--- src/rtl/systolic_pkg.sv ---
// Shared definitions for the systolic array feeder and the array controller.
// Holds the default geometry and the feeder state encoding.
package systolic_pkg;

  localparam int unsigned DIM_DEFAULT = 4;
  localparam int unsigned DW_DEFAULT  = 8;

  typedef enum logic [1:0] {
    IDLE = 2'd0,
    LOAD = 2'd1,
    FEED = 2'd2
  } feeder_state_t;

  // Number of skewed wavefronts needed to stream a dim x dim matrix.
  function automatic int unsigned wave_count(input int unsigned dim);
    return 2 * dim - 1;
  endfunction

endpackage

--- src/rtl/systolic_skew_lane.sv ---
// One output lane of the feeder: selects column element A[t-LANE][LANE],
// which realises a LANE-cycle skew relative to lane 0.
module systolic_skew_lane
  import systolic_pkg::*;
#(
  parameter int unsigned LANE = 0,
  parameter int unsigned DIM  = DIM_DEFAULT,
  parameter int unsigned DW   = DW_DEFAULT,
  parameter int unsigned TW   = $clog2(2 * DIM_DEFAULT)
) (
  input  logic              en,
  input  logic [TW-1:0]     t,
  input  logic [DIM*DW-1:0] col,
  output logic [DW-1:0]     lane
);

  // Lane is zero before its first element and after its last one.
  always_comb begin
    lane = '0;
    for (int unsigned r = 0; r < DIM; r++) begin
      if (en && (32'(t) == r + LANE)) begin
        lane = col[r*DW +: DW];
      end
    end
  end

endmodule

--- src/rtl/systolic_feeder.sv ---
// Buffers a DIM x DIM matrix row by row, then streams it as 2*DIM-1 skewed
// wavefronts into a systolic array under valid/ready flow control.
module systolic_feeder
  import systolic_pkg::*;
#(
  parameter int unsigned DIM = DIM_DEFAULT,
  parameter int unsigned DW  = DW_DEFAULT
) (
  input  logic              clk,
  input  logic              rst,
  input  logic              in_valid,
  output logic              in_ready,
  input  logic [DIM*DW-1:0] in_row,
  input  logic              out_ready,
  output logic              out_valid,
  output logic [DIM*DW-1:0] out_data,
  output logic              out_first,
  output logic              out_last,
  output logic              busy
);

  localparam int unsigned   TW    = $clog2(2 * DIM);
  localparam int unsigned   RW    = (DIM > 1) ? $clog2(DIM) : 1;
  localparam logic [TW-1:0] TLAST = TW'(wave_count(DIM) - 1);
  localparam logic [RW-1:0] RLAST = RW'(DIM - 1);

  feeder_state_t     state, state_n;
  logic [RW-1:0]     rcnt;
  logic [TW-1:0]     t;
  logic              ready_en;
  logic              accept;
  logic              fire;
  logic [DIM*DW-1:0] mem [DIM];
  logic [DIM*DW-1:0] lanes;

  // ready_en keeps in_ready low until the first edge after reset release.
  assign in_ready  = ready_en && (state != FEED);
  assign out_valid = (state == FEED);
  assign out_first = out_valid && (t == '0);
  assign out_last  = out_valid && (t == TLAST);
  assign busy      = (state != IDLE);
  assign accept    = in_valid && in_ready;
  assign fire      = out_valid && out_ready;

  always_comb begin
    state_n = state;
    unique case (state)
      IDLE: if (accept) state_n = (DIM == 1) ? FEED : LOAD;
      LOAD: if (accept && (rcnt == RLAST)) state_n = FEED;
      FEED: if (fire && (t == TLAST)) state_n = IDLE;
      default: state_n = IDLE;
    endcase
  end

  always_ff @(posedge clk or negedge rst) begin
    if (!rst) begin
      state    <= IDLE;
      rcnt     <= '0;
      t        <= '0;
      ready_en <= 1'b0;
    end else begin
      state    <= state_n;
      ready_en <= 1'b1;
      if (accept) begin
        rcnt <= (rcnt == RLAST) ? '0 : rcnt + 1'b1;
      end
      if (state != FEED) begin
        t <= '0;
      end else if (fire) begin
        t <= (t == TLAST) ? '0 : t + 1'b1;
      end
    end
  end

  // Row buffer carries no reset; it is only read while in FEED.
  always_ff @(posedge clk) begin
    if (accept) begin
      mem[rcnt] <= in_row;
    end
  end

  for (genvar i = 0; i < DIM; i++) begin : g_lane
    logic [DIM*DW-1:0] col;
    for (genvar r = 0; r < DIM; r++) begin : g_col
      assign col[r*DW +: DW] = mem[r][i*DW +: DW];
    end
    systolic_skew_lane #(
      .LANE(i),
      .DIM (DIM),
      .DW  (DW),
      .TW  (TW)
    ) u_lane (
      .en  (out_valid),
      .t   (t),
      .col (col),
      .lane(lanes[i*DW +: DW])
    );
  end

  assign out_data = lanes;

endmodule

--- config.mk ---
export PLATFORM = sky130hd
export DESIGN_NAME = systolic_feeder
export DESIGN_NICKNAME = d
export VERILOG_FILES = /design/src/rtl/systolic_pkg.sv /design/src/rtl/systolic_skew_lane.sv /design/src/rtl/systolic_feeder.sv
export SDC_FILE = /design/constraint.sdc
export NUM_CORES = 1
export LEC_CHECK = 0
export ABC_AREA = 1
export CAP_MARGIN = 40
export CORE_MARGIN = 3
export CORE_UTILIZATION = 39
export CTS_CLUSTER_DIAMETER = 200
export DETAILED_ROUTE_END_ITERATION = 7
export HOLD_SLACK_MARGIN = 0.05
export PLACE_DENSITY = 0.57
export SLEW_MARGIN = 40
export SYNTH_ARGS = -nofsm -noshare
export SYNTH_HDL_FRONTEND = slang
export SYNTH_SLANG_ARGS = --single-unit
--- constraint.sdc ---
create_clock -name clk -period 3.8 [get_ports clk]
set_clock_uncertainty 0.05 [all_clocks]
set_input_delay 0.38 -clock clk [delete_from_list [all_inputs] [get_ports clk]]
set_output_delay 0.38 -clock clk [all_outputs]
set_load 0.02 [all_outputs]
# Word-level counts from Yosys, hierarchy flattened
# Memory sizes are Yosys's and may differ from the RTL's.
# Index checks and enable logic that the tools add are counted.
[classes]
n_addsub = 2
eq_ne = 13
muxes = 26
n_reduce_logical = 17
[ops]
columns = ["operator", "count"]
rows = [
  ["$mux 8", 16],
  ["$logic_and 1x1->1", 12],
  ["$eq 3x3->1 const B", 3],
  ["$mux 3", 3],
  ["$mux 2", 4],
  ["$eq 3x2->1 const B", 2],
  ["$ne 2x2->1 const B", 3],
  ["$pmux 2 s3", 1],
  ["$eq 2x2->1 const B", 2],
  ["$reduce_bool 2->1", 2],
  ["$add 3x1->3 const B", 1],
  ["$eq 3x1->1 const B", 1],
  ["$logic_not 3->1", 1],
  ["$reduce_and 3->1", 1],
  ["$add 2x1->2 const B", 1],
  ["$eq 2x1->1 const B", 1],
  ["$logic_not 2->1", 1],
  ["$mux 1", 2],
  ["$ne 2x1->1 const B", 1],
]
[totals]
reg_bits = 8
mem_bits_rw = 128
in_bits = 36
out_inout_bits = 37
wordCells = 63
memories = 1
[mem_list]
columns = ["name", "depth", "word_bits", "rd", "rd_ports_with_merged_regs", "wr", "line", "rtl"]
rows = [
  ["mem", 4, 32, 4, 0, 1, "systolic_feeder.sv:33", "logic [DIM*DW-1:0] mem [DIM];"],
]

# Logic depth before layout (Yosys ltp)
# Gate-level depths: netlist of run 1.
[logic_depth]
depth_word = 6
depth_mapped = 11
depth_no_buf = 9

# By module
# From an unflattened synthesis of run 1, not the netlist that was laid out.
[hier_totals]
cells_unflattened = 437
hier_area_um2 = 5729.2
[by_module_without_submodules]
columns = ["mod", "n_inst", "cells_each", "area_each_um2", "seq_area_each_um2"]
rows = [
  ["systolic_feeder", 1, 191, 4337.9, 4043.9],
  ["systolic_skew_lane (g_lane[1].u_lane)", 1, 89, 439.2, 0.0],
  ["systolic_skew_lane (g_lane[0].u_lane)", 1, 51, 337.8, 0.0],
  ["systolic_skew_lane (g_lane[3].u_lane)", 1, 53, 309.0, 0.0],
  ["systolic_skew_lane (g_lane[2].u_lane)", 1, 53, 305.3, 0.0],
]

# Worst setup path before layout of run 1
# No wires, ideal clock.
[synth_path]
path_kind = "register -> register"
start = "register state[0]"
end = "memory mem[0][0] in the netlist's numbering (enable)"
setup_time_ns = 0.421
arrival_ns = 2.208
required_ns = 3.329
path_slack_ns = 1.121
path_stages_with_launch = 5
path_buffers = 0
period_less_slack_ns = 2.679
path_cell_list = "dfrtp_1 -> inv_2 -> nand2_2 -> nand3_2 -> nor2_1"
[synth_between]
elab_chain_cells = 5
[synth_rtl]
columns = ["element", "line", "rtl"]
rows = [
  ["from (decl)", "systolic_feeder.sv:27", "feeder_state_t state, state_n;"],
  ["from (signal assigned)", "systolic_feeder.sv:62", "state <= state_n;"],
  ["$ne 2x2->1", "systolic_feeder.sv:37", "assign in_ready = ready_en && (state != FEED);"],
  ["$logic_and 1x1->1", "systolic_feeder.sv:37", ""],
  ["$logic_and 1x1->1", "systolic_feeder.sv:42", "assign accept = in_valid && in_ready;"],
  ["$mux 1", "systolic_feeder.sv:77", "if (accept) begin"],
  ["$mux 1 (not written as such)", "systolic_feeder.sv:78", "mem[rcnt] <= in_row;"],
  ["to (decl)", "systolic_feeder.sv:33", ""],
]
# No other way between the ends.

# Final worst setup path of run 1
[layout_path]
start = "register state[0]"
end = "output port out_data[12]"
[layout_between]
elab_chain_cells = 6
word_cells_on_any_way = 9
classes_between = "eq/ne (1); mux (4); reduce/logical (4)"
[layout_rtl]
columns = ["element", "line", "rtl"]
rows = [
  ["$eq 2x2->1 (*)", "systolic_feeder.sv:38", "assign out_valid = (state == FEED);"],
  ["$logic_and 1x1->1", "systolic_skew_lane.sv:21", "if (en && (32'(t) == r + LANE)) begin"],
  ["$mux 8 (3 in series)", "systolic_skew_lane.sv:21", ""],
  ["$mux 8 (*)", "systolic_skew_lane.sv:21", ""],
  ["to (decl)", "systolic_feeder.sv:16", "output logic [DIM*DW-1:0] out_data,"],
]
# Mark *: on every way between the ends. The rest lies on a longest branch, timed or not.

==> summary.md, run 1 <==
| Metric | Value |
|---|---|
| Measured slew at the worst slew-check pin | 0.673 ns |
| Largest family of logic cells by synthesized area | simple AND/OR/NAND/NOR gates |
| Die width | 128 um |
| WL final | 12200 um |
| 1st-iter DRT viols | 298 |
| CP endpoint kind | output port |
| Final Hold Viols | 0 |
| Register area | 4040 um2 |
| Leakage | 2.87 nW |
| Flops & latches, synth | 136 |
| Overall power | 0.00398 W |
| Final slew viol count | 0 |
| Synth warn | 0 |
| Area of the multi-input gates | 1480 um2 |
| Post-synthesis cell type count | 25 |
| Commonest cells after routing, fill and taps aside | 139 x nand2_1, 128 x edfxtp_1, 72 x clkdlybuf4s50_1, 68 x nand3_1, 60 x nor2_1 |
| Synth Area in XOR/XNOR | 0% |
| Num CTS Buffers | 17 |
| GR peak layer | met2 |
| Sequential element share of the synthesized area | 69.2% |
| Cell Area, Synth | 5840 um2 |
| Critical path class | flip-flop to output port |
| Mapped Nets | 570 |
| Adder-Cell Fraction of Synth Area | 1.07% |
| Share of the synthesized area in the top cell type | 65.8% |
| Root Buffer | clkbuf_16 |
| Yosys top cell by area | edfxtp_1 |
| Pin count of the biggest net entering global routing | 33 |
| Gate Count Post-Synth | 529 |
| First-pass GRT wire length | 20200 um |
| DIE AREA | 16500 um2 |
| Min cycle time layout | 3.27 ns |
| Crit-path max cell delay | 0.59 ns |
| Avg Inst Size Synth | 11.0 um2 |
| Initial antenna violation count | 0 |
| Drt drc | 0 |
| Post-CTS sizing | 0 |
| Fraction of layout cells with a size suffix above 1 | 8.35% |
| Max-capacitance violation count | 0 |
| Arrival time worst endpoint | 2.84 ns |
| Highest fanout seen on the critical path | 28 |
| Nets | 651 |
| M1 GR Usage | 21.0% |
| Worst-Skew Late Latency | 0.41 ns |
| Crit-path cells | inv_2 -> nand2_2 -> nor2_4 -> buf_4 -> nand3_1 -> nand3_1 -> nand2_1 -> nand2_1 -> clkdlybuf4s50_1 |
| Wire per inst | 15.1 um |
| Diode count | 0 |
| Max IR drop VDD | 0.295 mV |
| Post-route insts no fill | 807 |
| GPL Wtd Cong | 0.731 |
| CP max stage cell | clkdlybuf4s50_1 |
| Max-slew headroom | 55.0% |
| Post-synthesis mux area share | 0% |
| Post-synthesis simple-gate area fraction | 22.2% |
| Port bufs | 72 |
| Grt total ovfl | 0 |
| Htree depth | 4 |
| Commonest non-fill, non-tap cell in the layout | nand2_1 |
| Largest cells by area after synthesis | edfxtp_1 66%, nand2_1 8.9%, nand3_1 5.8%, nor2_1 4.1%, dfrtp_1 3.4% |
| CTS Sinks | 136 |
| Final worst-path cycle share | 85.9% |
| Reg clk slew, reported paths | 0.05 ns |
| Final HPWL DP | 7680 um |
| Synth Area in Compound Gates | 1.46% |
| Met3 usage | 4.69% |
| Vias post-DR | 3825 |
| Cell total after placement | 775 |
| Crit start category | flip-flop |
| Final Cell Area | 7330 um2 |
| CTS tree | yes |
| Placed Area | 6780 um2 |
| GRT Overall Usage | 15.9% |
| GRT met2 Usage | 25.8% |
| TNS Setup | 0 ns |
| Die extent in y | 128 um |
| Fmax | 0.306 GHz |
| Io pins | 73 |
| Vias in the first global route | 3838 |
| Req. time, crit path | 3.37 ns |
| Status | completed |
| Row cnt | 44 |
| Fillcell total | 1281 |
| Vias per cell | 4.74 |
| Min-delay worst type | primary input to asynchronous set/reset pin |
| Core ar. | 14600 um2 |
| Initial Utilization | 40.0% |
| Setup Fix Bufs, Post-CTS | 0 |
| Hold Buf Count CTS | 0 |
| Longest Clk Path Bufs | 2 |
| TritonRoute pass-1 iters | 5 |
| Setup violators final | 0 |
| Antenna-violating nets left | 0 |
| RSZ-0062 raised after global routing | false |
| Area Growth Syn to Fin | 25.5% |
| Power Density | 542 nW/um2 |
-- cell families after synthesis --
kind of cell | after synthesis
AO/OA/AOI/OAI | 16
adder cells (fa/ha/maj) | 5
other | 1
flip-flops | 136
AND/OR/NAND/NOR | 293
buffers and inverters | 78
-- cells in the mapped netlist --
master	instances
dfrtp_1	8
inv_2	4
nand2_2	1
buf_6	5
clkbuf_1	2
a21oi_1	12
o211ai_1	1
edfxtp_1	128
nor2_2	1
buf_2	11
conb_1	1
ha_1	5
o21ai_0	1
nand3_4	2
nand3_2	1
nor3_1	1
clkinv_1	1
nand4_1	10
o22ai_1	2
buf_4	2
nor2_4	6
inv_1	53
nand2_1	139
nor2_1	64
nand3_1	68
-- worst max-delay path: cells and delay by family, from the launching register on --
kind / cells / cell delay (ns)
and+or+nand+nor: 6 / 0.88
DFF: 1 / 0.43
buffers and inverters: 3 / 1.11
-- area by class of cell --
cell class | count | area share, %
Clock inverter | 4 | 0.955
Inverter | 58 | 2.97
Clock buffer | 28 | 6.64
Timing Repair Buffer | 82 | 11.0
Multi-Input combinational cell | 315 | 20.1
Tap cell | 184 | 3.14
Sequential cell | 136 | 55.1
-- flip-flops by register name, indices dropped and copies added (netlist names) --
signal    flops
rcnt          2
mem         128
state         2
ready_en      1
t             3
-- worst paths after layout --
kind                       slack, ns      endpoint  cells past startpoint     start
hold reg to reg                 0.55       rcnt[1]                      2   rcnt[1]
setup / recovery                0.53  out_data[12]                      9  state[0]
hold / removal                  0.22      ready_en                      1       rst
min in group clk                0.55       rcnt[1]                      2   rcnt[1]
setup reg to reg                1.54     mem[2][7]                      5  state[0]
max in group asynchronous       3.19      state[1]                      1       rst
-- per-layer routing --
layer / up-vias / wire length (um)
met5: - / 0
met4: 0 / 86
met3: 11 / 528
met2: 86 / 5970
met1: 1791 / 5620
li1: 1937 / -
-- power breakdown --
group	switching (W)	internal, W	total, W	leakage [nW]
clock network	0.000564	0.000999	0.00156	0.271
registers	0.0000555	0.00182	0.00187	1.26
logic	0.000366	0.000174	0.000541	1.34
total	0.000986	0.00299	0.00398	2.87
-- stage by stage --
step / worst slack [ns] / util (%) / hold WS (ns)
CTS: 0.505 / 50.3 / 0.219
finish: 0.534 / 50.3 / 0.220
detailed placement: 0.957 / 46.4 / 0.549
floorplan: 1.12 / - / 0.0344
global route: 0.283 / 50.3 / 0.220
global placement: 1.01 / 46.4 / 0.535
Power figures use the tool's default switching activity.
==> run 2: changes to the inputs <==
RECOVER_POWER = 50   (was unset)
==> run 2 against run 1 <==
Against the previous run: wire length is 0.16% higher; largest power group unchanged; final cell count stayed put; non-clock buffer count stayed put; sequential share of layout area is 0.19 points higher; count of clock-buffer cells in the layout stayed put; core utilization is 0.17 points lower; register-to-register slack worse by 0.84 ns; design area is 0.34% lower; worst hold slack better by 0.074 ns; flip-flop and latch count stayed put; via count is 0.10% higher.
==> summary.md, run 2 (synthesis gave the netlist of run 1 again) <==
| Metric | Value |
|---|---|
| Post-route insts no fill | 807 (unchanged) |
| Diode count | 0 (unchanged) |
| Critical path class | flip-flop to output port |
| Crit-path cells | nor2_1 -> buf_4 -> nand2_1 -> nand3_1 -> nand2_1 -> nand2_1 -> clkdlybuf4s50_1 |
| Highest fanout seen on the critical path | 18 (-36%) |
| Fmax | 0.294 GHz (-4.0%) |
| Grt total ovfl | 0 (unchanged) |
| WL final | 12200 um (+0.16%) |
| Commonest cells after routing, fill and taps aside | 140 x nand2_1, 128 x edfxtp_1, 69 x nand3_1, 62 x nor2_1, 53 x inv_1 |
| Reg2reg end | mem[2][7] |
| Initial Utilization | 40.0% (unchanged) |
| Beginning of the critical path | t[0] |
| Final Cell Area | 7310 um2 (-0.34%) |
| GRT Overall Usage | 15.9% (unchanged) |
| Nets | 651 (unchanged) |
| Die extent in y | 128 um (unchanged) |
| Die width | 128 um (unchanged) |
| Htree depth | 4 (unchanged) |
| Antenna-violating nets left | 0 (unchanged) |
| WHS | 0.294 ns (+0.0736 ns) |
| Port bufs | 72 (unchanged) |
| TNS Setup | 0 ns (unchanged) |
| Num CTS Buffers | 17 (unchanged) |
| Pre-CTS setup slack | 0.957 ns (unchanged) |
| Final Hold Viols | 0 (unchanged) |
| Min cycle time layout | 3.40 ns (+0.137 ns) |
| Status | completed |
| Reg2reg setup slack | 0.70 ns (-0.84 ns) |
| Vias in the first global route | 3838 (unchanged) |
| Core ar. | 14600 um2 (unchanged) |
| Final worst-path cycle share | 89.6% (+3.6 points) |
| CTS Sinks | 136 (unchanged) |
| Vias per cell | 4.74 (+0.10%) |
| Crit-path max cell delay | 0.61 ns (+0.02 ns) |
| Setup crit end | out_data[0] |
| Longest Clk Path Bufs | 2 (unchanged) |
| Wire per inst | 15.2 um (+0.16%) |
| Commonest non-fill, non-tap cell in the layout | nand2_1 |
| Pin count of the biggest net entering global routing | 33 (unchanged) |
| Worst-Skew Late Latency | 0.41 ns (about the same) |
| Req. time, crit path | 3.37 ns (about the same) |
| Final HPWL DP | 7680 um (unchanged) |
| Crit start category | flip-flop |
| Measured slew at the worst slew-check pin | 1.14 ns (+0.469 ns) |
| Initial antenna violation count | 0 (unchanged) |
| Top reg by flops | mem |
| Setup Fix Bufs, Post-CTS | 0 (unchanged) |
| Setup violators final | 0 (unchanged) |
| DIE AREA | 16500 um2 (unchanged) |
| Max IR drop VDD | 0.294 mV (-0.40%) |
| Io pins | 73 (unchanged) |
| CP most frequent cell | nand2_1 |
| CP endpoint kind | output port |
| Min-delay worst type | primary input to asynchronous set/reset pin |
| Placed Area | 6780 um2 (unchanged) |
| Cell total after placement | 775 (unchanged) |
| CTS tree | yes |
| First-pass GRT wire length | 20200 um (unchanged) |
| Root Buffer | clkbuf_16 |
| Power Density | 542 nW/um2 (-0.11%) |
| Reg clk slew, reported paths | 0.05 ns (about the same) |
| Max-slew headroom | 23.6% (-31 points) |
| RSZ-0062 raised after global routing | false |
| Final slew viol count | 0 (unchanged) |
| Row cnt | 44 (unchanged) |
| Max-capacitance violation count | 0 (unchanged) |
| GPL Wtd Cong | 0.731 (unchanged) |
| TritonRoute pass-1 iters | 5 (unchanged) |
| Drt drc | 0 (unchanged) |
| Vias post-DR | 3829 (+0.10%) |
| Fraction of layout cells with a size suffix above 1 | 7.70% (-0.64 points) |
| Leakage | 2.88 nW (+0.20%) |
| Arrival time worst endpoint | 2.97 ns (+0.13 ns) |
| Max reg flops | 128 (unchanged) |
| Hold Buf Count CTS | 0 (unchanged) |
| Area Growth Syn to Fin | 25.1% |
| Largest regs | mem x128, t x3 |
| Post-CTS sizing | 0 (unchanged) |
| Setup ws final | 0.397 ns (-0.137 ns) |
| 1st-iter DRT viols | 282 (-5.4%) |
| Reg-to-Reg Start | state[0] |
| CP max stage cell | clkdlybuf4s50_1 |
| Reg2reg path depth | 5 (unchanged) |
run 2: changes by cell type in the layout (fill, tap and decap cells not counted), sizes merged:
cell and change:
buf -1, clkbuf +1, clkdlybuf4s50 -33, dlygate4sd3 +33
run 2: worst max-delay path, delay by kind of cell, from the launching register on:
kind	cells	cell delay, ns
flip-flops	1	0.45
AND/OR/NAND/NOR	5	1.11
buffers and inverters	2	0.98
run 2: final cells by class:
type | count | area, um2
fillers | 1286 | 7280
flip-flops and latches | 136 | 4040
multi-input cells | 315 | 1450
repair buffers | 82 | 806
clock buffers | 28 | 487
well taps | 184 | 230
inverters | 58 | 218
clock inverters | 4 | 70.1
run 2: per-stage QoR:
step	util [%]	total power, W
global placement	46.4	0.00244
global route	50.1	0.00413
detailed placement	46.4	0.00246
CTS	50.3	0.00402
floorplan	-	0.00222
finish	50.1	0.00396
run 2: power breakdown:
part	leakage, nW	total [W]	internal (W)	switching, W
logic	1.34	0.000527	0.000164	0.000363
clock network	0.271	0.00156	0.000999	0.000561
registers	1.26	0.00187	0.00182	0.0000535
run 2: per-layer routing:
| layer | track usage, % | vias to the layer above | wire length [um] |
|---|---|---|---|
| met5 | 0 | - | 0 |
| met4 | 4.31 | 0 | 85 |
| met3 | 4.69 | 8 | 553 |
| met2 | 25.8 | 88 | 5900 |
| met1 | 21.0 | 1796 | 5690 |
| li1 | - | 1937 | - |
run 2: worst min-delay path by stage:
stage             from       end  slack [ns]
6_report           rst  ready_en        0.29
4_1_cts            rst  ready_en        0.22
3_5_place_dp   rcnt[1]   rcnt[1]        0.55
3_3_place_gp   rcnt[1]   rcnt[1]        0.53
2_1_floorplan      rst   rcnt[0]        0.03
5_1_grt            rst   rcnt[0]        0.29
==> run 3: changes to the inputs <==
ABC_CLOCK_PERIOD_IN_PS = 3800   (was unset)
CORE_MARGIN = 8   (was 3)
==> run 3 against run 2 <==
Against the previous run: via count increased by 1.7%; sequential power about the same; sequential share of layout area decreased by 0.28 points; critical path type unchanged; critical endpoint is now out_data[6]; largest power group unchanged.
==> summary.md, run 3 (synthesis gave the netlist of run 1 again) <==
| Metric | Value |
|---|---|
| Commonest cells after routing, fill and taps aside | 140 x nand2_1, 128 x edfxtp_1, 68 x nand3_1, 61 x nor2_1, 54 x inv_1 |
| 1st-iter DRT viols | 261 (-7.4%) |
| CP endpoint kind | output port |
| Commonest non-fill, non-tap cell in the layout | nand2_1 |
| Final worst-path cycle share | 91.5% (+2.0 points) |
| Max IR drop VDD | 0.402 mV (+37%) |
| WL final | 12900 um (+5.7%) |
| Placed Area | 6790 um2 (+0.18%) |
| RSZ-0062 raised after global routing | false |
| Vias in the first global route | 4000 (+4.2%) |
| CTS Sinks | 136 (unchanged) |
| M1 GR Usage | 16.2% (-4.8 points) |
| Leakage | 2.89 nW (+0.48%) |
| Pre-CTS setup slack | 0.765 ns (-0.192 ns) |
| Wire per inst | 16.0 um (+5.6%) |
| Power Density | 537 nW/um2 (-0.88%) |
| Longest Clk Path Bufs | 2 (unchanged) |
| TNS Setup | 0 ns (unchanged) |
| Area Growth Syn to Fin | 25.7% |
| Root Buffer | clkbuf_16 |
| Final HPWL DP | 8440 um (+9.9%) |
| DIE AREA | 19200 um2 (+16%) |
| Min-delay worst type | primary input to asynchronous set/reset pin |
| Worst-Skew Late Latency | 0.42 ns (about the same) |
| Req. time, crit path | 3.37 ns (about the same) |
| Setup Fix Bufs, Post-CTS | 0 (unchanged) |
| Htree depth | 4 (unchanged) |
| Port bufs | 72 (unchanged) |
| Reg clk slew, reported paths | 0.06 ns (about the same) |
| Fmax | 0.287 GHz (-2.2%) |
| Arrival time worst endpoint | 3.05 ns (+0.08 ns) |
| Met3 usage | 4.32% (-0.38 points) |
| Overall power | 0.00394 W (-0.37%) |
| Max reg flops | 128 (unchanged) |
| Core ar. | 14600 um2 (unchanged) |
| Top reg by flops | mem |
| Crit start category | flip-flop |
| Grt total ovfl | 0 (unchanged) |
| First-pass GRT wire length | 21000 um (+4.0%) |
| GRT Overall Usage | 13.9% (-2.0 points) |
| Diode count | 0 (unchanged) |
| Fillcell total | 1279 (-0.54%) |
| Final Cell Area | 7350 um2 (+0.51%) |
| Final slew viol count | 0 (unchanged) |
| Pin count of the biggest net entering global routing | 33 (unchanged) |
| Die extent in y | 138 um (+7.8%) |
| Max-slew headroom | 6.63% (-17 points) |
| Hold Buf Count CTS | 0 (unchanged) |
| Post-CTS sizing | 0 (unchanged) |
| Setup violators final | 0 (unchanged) |
| Row cnt | 44 (unchanged) |
| Reg2reg path depth | 6 (+1) |
| Drt drc | 0 (unchanged) |
| Io pins | 73 (unchanged) |
| Initial Utilization | 40.0% (unchanged) |
| Highest fanout seen on the critical path | 23 (+5) |
| GRT met2 Usage | 23.3% (-2.5 points) |
| Vias per cell | 4.82 (+1.6%) |
| Max-capacitance violation count | 0 (unchanged) |
| Nets | 652 (+0.15%) |
| Die width | 138 um (+7.8%) |
| Measured slew at the worst slew-check pin | 1.40 ns (+0.254 ns) |
| Num CTS Buffers | 17 (unchanged) |
| Critical path class | flip-flop to output port |
| Final Hold Viols | 0 (unchanged) |
| Min cycle time layout | 3.48 ns (+0.0751 ns) |
| GR peak layer | met2 |
| TritonRoute pass-1 iters | 6 (+1) |
| CTS tree | yes |
| Status | completed |
| Initial antenna violation count | 0 (unchanged) |
| Vias post-DR | 3895 (+1.7%) |
| Fraction of layout cells with a size suffix above 1 | 8.33% (+0.63 points) |
| GPL Wtd Cong | 0.791 (+8.1%) |
| Setup ws final | 0.322 ns (-0.0752 ns) |
| Antenna-violating nets left | 0 (unchanged) |
| Largest regs | mem x128, t x3 |
-- run 3: cell types whose count changed in the layout (fill, tap and decap cells not counted), sizes merged --
cell	delta
clkinv	+8
clkbuf	-10
clkinvlp	+1
buf	+2
-- run 3: critical path: stages, from the launching register on --
cell and delay (ns):
dfrtp_1 0.43, inv_1 0.23, nand2_1 0.23, nor2_4 0.47, nand2_1 0.34, nand3_1 0.18
nand2_1 0.07, nand2_1 0.06, clkdlybuf4s50_1 0.60
-- run 3: per-layer routing --
layer  part of all wire (%)  up-vias
met1                     44     1853
met4                    1.4        0
met3                    4.6       15
li1                       -     1941
met2                     50       86
met5                      0        -
-- run 3: report_power, final --
group / internal, W / leakage [nW] / switching [W]
logic: 0.000177 / 1.36 / 0.000374
registers: 0.00182 / 1.26 / 0.0000556
clock network: 0.000945 / 0.268 / 0.000576
-- run 3: area by class of cell --
type | instances | area, um2 | area share, %
timing repair buffer | 83 | 843 | 11.5
clock inverter | 13 | 111 | 1.52
multi-input combinational | 315 | 1470 | 20.0
inverter | 58 | 218 | 2.96
clock buffer | 19 | 433 | 5.89
tap | 184 | 230 | 3.13
sequential | 136 | 4040 | 55.1
-- run 3: path summary, 6_finish.rpt --
| kind | start | endpoint | slack (ns) |
|---|---|---|---|
| worst max-delay path | state[0] | out_data[6] | 0.32 |
| worst min-delay path | rst | rcnt[1] | 0.28 |
| worst max register to register | state[0] | mem[3][5] | 0.53 |
| worst min register to register | rcnt[1] | rcnt[1] | 0.55 |
| max in group asynchronous | rst | t[0] | 3.12 |
| min in group clk | rcnt[1] | rcnt[1] | 0.55 |
-- run 3: metrics by stage --
step	util [%]	hold WS, ns	std cells
final	50.4	0.280	808
after global routing	50.4	0.297	808
after CTS	50.3	0.199	807
after detailed placement	46.5	0.548	775
after global placement	46.3	0.528	774
after floorplan	-	0.0344	529
